`config.mk`:
```
export PLATFORM = sky130hd
export DESIGN_NAME = pipe_skid_stage
export DESIGN_NICKNAME = d
export VERILOG_FILES = /design/src/rtl/pipe_pkg.sv /design/src/rtl/pipe_skid_stage_register.sv /design/src/rtl/pipe_skid_stage.sv
export SDC_FILE = /design/constraint.sdc
export NUM_CORES = 1
export LEC_CHECK = 0
export ABC_AREA = 1
export CAP_MARGIN = 0
export CORE_MARGIN = 4
export CORE_UTILIZATION = 50
export DETAILED_ROUTE_END_ITERATION = 16
export PLACE_DENSITY = 0.85
export SYNTH_ARGS = -nofsm -noshare
export SYNTH_HDL_FRONTEND = slang
export SYNTH_SLANG_ARGS = --single-unit
```
`constraint.sdc`:
```
create_clock -name clk -period 3.4 [get_ports clk]
set_clock_uncertainty 0.05 [all_clocks]
set_input_delay 0.68 -clock clk [delete_from_list [all_inputs] [get_ports clk]]
set_output_delay 0.68 -clock clk [all_outputs]
set_load 0.05 [all_outputs]
```
`src/rtl/pipe_pkg.sv`:
```
// Shared pipeline-stage types: handshake stage state and packed payload widths
// for the classic five-stage stage registers.
package pipe_pkg;

  typedef enum logic [1:0] {
    EMPTY = 2'd0,
    ONE   = 2'd1,
    FULL  = 2'd2
  } stage_state_e;

  // Packed payload widths; callers pack control words and data fields into these.
  localparam int unsigned IF_ID_W  = 64;
  localparam int unsigned ID_EX_W  = 128;
  localparam int unsigned EX_MEM_W = 97;
  localparam int unsigned MEM_WB_W = 72;

  function automatic logic [1:0] occupancy_of(input stage_state_e s);
    case (s)
      ONE:     occupancy_of = 2'd1;
      FULL:    occupancy_of = 2'd2;
      default: occupancy_of = 2'd0;
    endcase
  endfunction

endpackage

```
`src/rtl/pipe_skid_stage_register.sv`:
```
// Parametrised load-enabled register with synchronous active-high reset.
module register #(
  parameter int unsigned       WIDTH     = 32,
  parameter logic [WIDTH-1:0]  RESET_VAL = '0
) (
  input  logic             clk,
  input  logic             rst,
  input  logic             i_load,
  input  logic [WIDTH-1:0] i_d,
  output logic [WIDTH-1:0] o_q
);

  logic [WIDTH-1:0] r_q;

  always_ff @(posedge clk) begin
    if (rst) begin
      r_q <= RESET_VAL;
    end else if (i_load) begin
      r_q <= i_d;
    end
  end

  assign o_q = r_q;

endmodule

```
`src/rtl/pipe_skid_stage.sv`:
```
// Pipeline stage register with valid/ready handshake, one-entry skid buffer
// and synchronous flush; in_ready is decoded from registered state only.
module pipe_skid_stage
  import pipe_pkg::*;
#(
  parameter int unsigned      WIDTH     = 32,
  parameter logic [WIDTH-1:0] RESET_VAL = '0
) (
  input  logic             clk,
  input  logic             rst,
  input  logic             flush,
  input  logic             in_valid,
  output logic             in_ready,
  input  logic [WIDTH-1:0] in_data,
  output logic             out_valid,
  input  logic             out_ready,
  output logic [WIDTH-1:0] out_data,
  output logic [1:0]       occupancy
);

  stage_state_e     r_state;
  stage_state_e     w_state_next;
  logic             w_accept;
  logic             w_drain;
  logic             w_main_load;
  logic             w_skid_load;
  logic [WIDTH-1:0] w_main_d;
  logic [WIDTH-1:0] w_skid_d;
  logic [WIDTH-1:0] w_main_q;
  logic [WIDTH-1:0] w_skid_q;

  assign in_ready  = (r_state != FULL);
  assign out_valid = (r_state != EMPTY);
  assign out_data  = w_main_q;
  assign occupancy = occupancy_of(r_state);

  assign w_accept = in_valid & in_ready;
  assign w_drain  = out_valid & out_ready;

  always_comb begin
    w_state_next = r_state;
    w_main_load  = 1'b0;
    w_skid_load  = 1'b0;
    w_main_d     = in_data;
    w_skid_d     = in_data;
    if (flush) begin
      // Squash discards any same-cycle accept or drain.
      w_state_next = EMPTY;
      w_main_load  = 1'b1;
      w_skid_load  = 1'b1;
      w_main_d     = RESET_VAL;
      w_skid_d     = RESET_VAL;
    end else begin
      case (r_state)
        EMPTY: begin
          if (w_accept) begin
            w_main_load  = 1'b1;
            w_state_next = ONE;
          end
        end
        ONE: begin
          if (w_accept && w_drain) begin
            w_main_load = 1'b1;
          end else if (w_accept) begin
            w_skid_load  = 1'b1;
            w_state_next = FULL;
          end else if (w_drain) begin
            w_state_next = EMPTY;
          end
        end
        FULL: begin
          if (w_drain) begin
            w_main_load  = 1'b1;
            w_main_d     = w_skid_q;
            w_state_next = ONE;
          end
        end
        default: begin
          w_state_next = EMPTY;
        end
      endcase
    end
  end

  always_ff @(posedge clk) begin
    if (rst) begin
      r_state <= EMPTY;
    end else begin
      r_state <= w_state_next;
    end
  end

  register #(
    .WIDTH     (WIDTH),
    .RESET_VAL (RESET_VAL)
  ) u_main (
    .clk    (clk),
    .rst    (rst),
    .i_load (w_main_load),
    .i_d    (w_main_d),
    .o_q    (w_main_q)
  );

  register #(
    .WIDTH     (WIDTH),
    .RESET_VAL (RESET_VAL)
  ) u_skid (
    .clk    (clk),
    .rst    (rst),
    .i_load (w_skid_load),
    .i_d    (w_skid_d),
    .o_q    (w_skid_q)
  );

endmodule

```
==> flow_summary.toml <==
[outcome]
status = "finished, final reports clean"

[logic_synthesis]
synthTopCellsByArea = "dfxtp_1 (45%), nand3_1 (18%), nand2_1 (13%)"
synth_fa_ha_area_frac = 0
synth_top_cells_by_count = "nand3_1 (103), nand2_1 (102), dfxtp_1 (66)"
synth.top_cell.area_share = 0.455
synth_area_um2 = 2900
ys_types = 18
yosys_warnings = 0
synth_xor_area_frac = 0
synth_area_leader_cell = "dfxtp_1"
syn_inst = 414
synth.area.mux_share = 0
syn_nets = 451
async_reset_ff_frac = 0
synth_most_common_cell = "nand3_1"
synth_edf_count = 0
synth-seq-cells = 66
ys.flop_type = "dfxtp_1"
yosys.area_share.simple = 0.364
yosysSeqAreaShare = 0.455
postSynthAreaPerCell_um2 = 7.01
synth_compound_area_frac = 0.115
synth_top_family_by_area = "simple AND/OR/NAND/NOR gates"

[cts]
cts_max_level = 3
cts_resized = 0
clk_pin_slew_ps = 70
cts_buffer_depth = 2
clockRootBuffer = "clkbuf_8"
clock_sinks = 66
post_cts_buffers = 0
postCtsHoldBufs = 0
numCtsBuffers = 9
clk_latency_ps = 330
cts_tree = "yes"

[place]
hpwl_mm = 4.84
placed_area_um2 = 3610
portBuffers = 72
dp_slack_ps = 870
routabilityCongestion = 0.802

[cells_and_area]
finalNetCount = 507
fill_cells = 478
drive_above_1_share = 0.0737
final_area_um2 = 3840
n_antenna_cell = 0
syn_to_final_growth_pct = 32.4

[floorplan]
dieArea_um2 = 7090
die_width_um = 84.2
start_util = 0.521
core_um2 = 5570
boundaryPins = 73
die_y_um = 84.2
std_cell_rows = 27

[timing]
rsz0062_at_grt = "false"
worst_slew_margin_rel = 0.530
setup-tns-final_ps = 0
slew_viol_final = 0
fmax_mhz = 398
period_minus_slack_ps = 2510
tightest_slew_ps = 704
fin_hold_ws_ps = 433
timing.final.ws_setup_ps = 885
finalSetupViolations = 0
finalCritPeriodShare = 0.740
hold_viol = 0

[routing]
drtIter0Drc = 350
viasPerCell = 5.60
dr.pass1.iters = 5
drc = 0
vias = 3063
ant_nets = 0
routed_wl_mm = 7.82
wire_per_inst_um = 14.3

[hold_path]
hold_class = "flop to flop"

[global_routing]
grt_usage = 0.223
grt_first_pass_wirelength_mm = 13.0
grt_max_degree = 50
grt_overflow_total = 0
antenna_found_initial = 0
grt_pass1_vias = 2858

[setup_path]
slowest_stage = "clkdlybuf4s50_1"
crit_fanout = 6
worstSetupStartpointType = "flop"
cpPeakStageDelay_ps = 830
arrival_ps = 1780
end_kind = "primary output"
cp_cell_sequence = "inv_2 > nor2_4 > clkdlybuf4s50_1"
required_ps = 2670
worstSetupPathType = "flop to primary output"

[pwr]
p_leak_nw = 1.49
powerDensity_nw_per_um2 = 466
vdd_drop_max_mv = 0.258
total_power_w = 0.00179

[run]
cap_violations = 0
metal layers:
metal / up-vias / GRT usage / part of all wire
met1: 1395 / 0.284 / 0.42
li1: 1494 / - / -
met4: 0 / 0.0936 / 0.016
met2: 160 / 0.370 / 0.48
met5: - / 0 / 0
met3: 14 / 0.0402 / 0.081
layout make-up:
class	instances	area, µm²	area share
Tap cell	72	90.1	0.0234
Multi-Input combinational cell	306	1390	0.361
Inverter	6	22.5	0.00586
Sequential cell	66	1320	0.344
Clock buffer	12	165	0.0430
Clock inverter	4	72.6	0.0189
Timing Repair Buffer	81	783	0.204
layout by cell type, fill, tap and decap left out:
cell type        instances
a21oi_1                 50
buf_2                    1
buf_4                    9
bufinv_16                2
clkbuf_8                12
clkdlybuf4s50_1         71
clkinv_2                 1
clkinvlp_4               1
dfxtp_1                 66
inv_1                    2
inv_2                    4
nand2_1                102
nand2_2                  1
nand3_1                103
nand3_2                  1
nor2_1                  30
nor2_2                   1
nor2_4                   2
o21a_1                   1
o21ai_0                 12
o21ai_1                  3
critical path: cells and delay by family (launching register included):
kind,cells,cell delay (ps)
buffers and inverters,2,920
DFF,1,440
and+or+nand+nor,1,90
report_power, final:
part	leakage, nW	switching [W]	internal (W)	total (W)
registers	0.535	0.00000889	0.000789	0.000798
logic	0.841	0.000146	0.0000858	0.000232
clock network	0.119	0.000290	0.000472	0.000761
total	1.49	0.000445	0.00135	0.00179
metrics by stage:
step / utilization / cells
after floorplan: - / 414
after global placement: 0.647 / 531
after detailed placement: 0.647 / 531
after CTS: 0.690 / 547
after global routing: 0.690 / 547
final: 0.690 / 547
cell families after synthesis:
family          count (synthesis)
compound gates                 66
simple gates                  240
flops                          66
buf+inv                        42
sequential cells by signal, indices dropped and copies added, names as in the netlist:
register	flops
r_state	2
u_main.o_q	32
u_skid.o_q	32
final timing paths:
kind	end	cells past startpoint	slack, ps	from
max	occupancy[1]	3	890	r_state[1]
min	u_main.o_q[12]	2	430	u_main.o_q[12]
max reg2reg	u_main.o_q[3]	9	1410	r_state[1]
min reg2reg	u_main.o_q[12]	2	430	u_main.o_q[12]
Note: power is estimated with default switching activity, not from simulation.
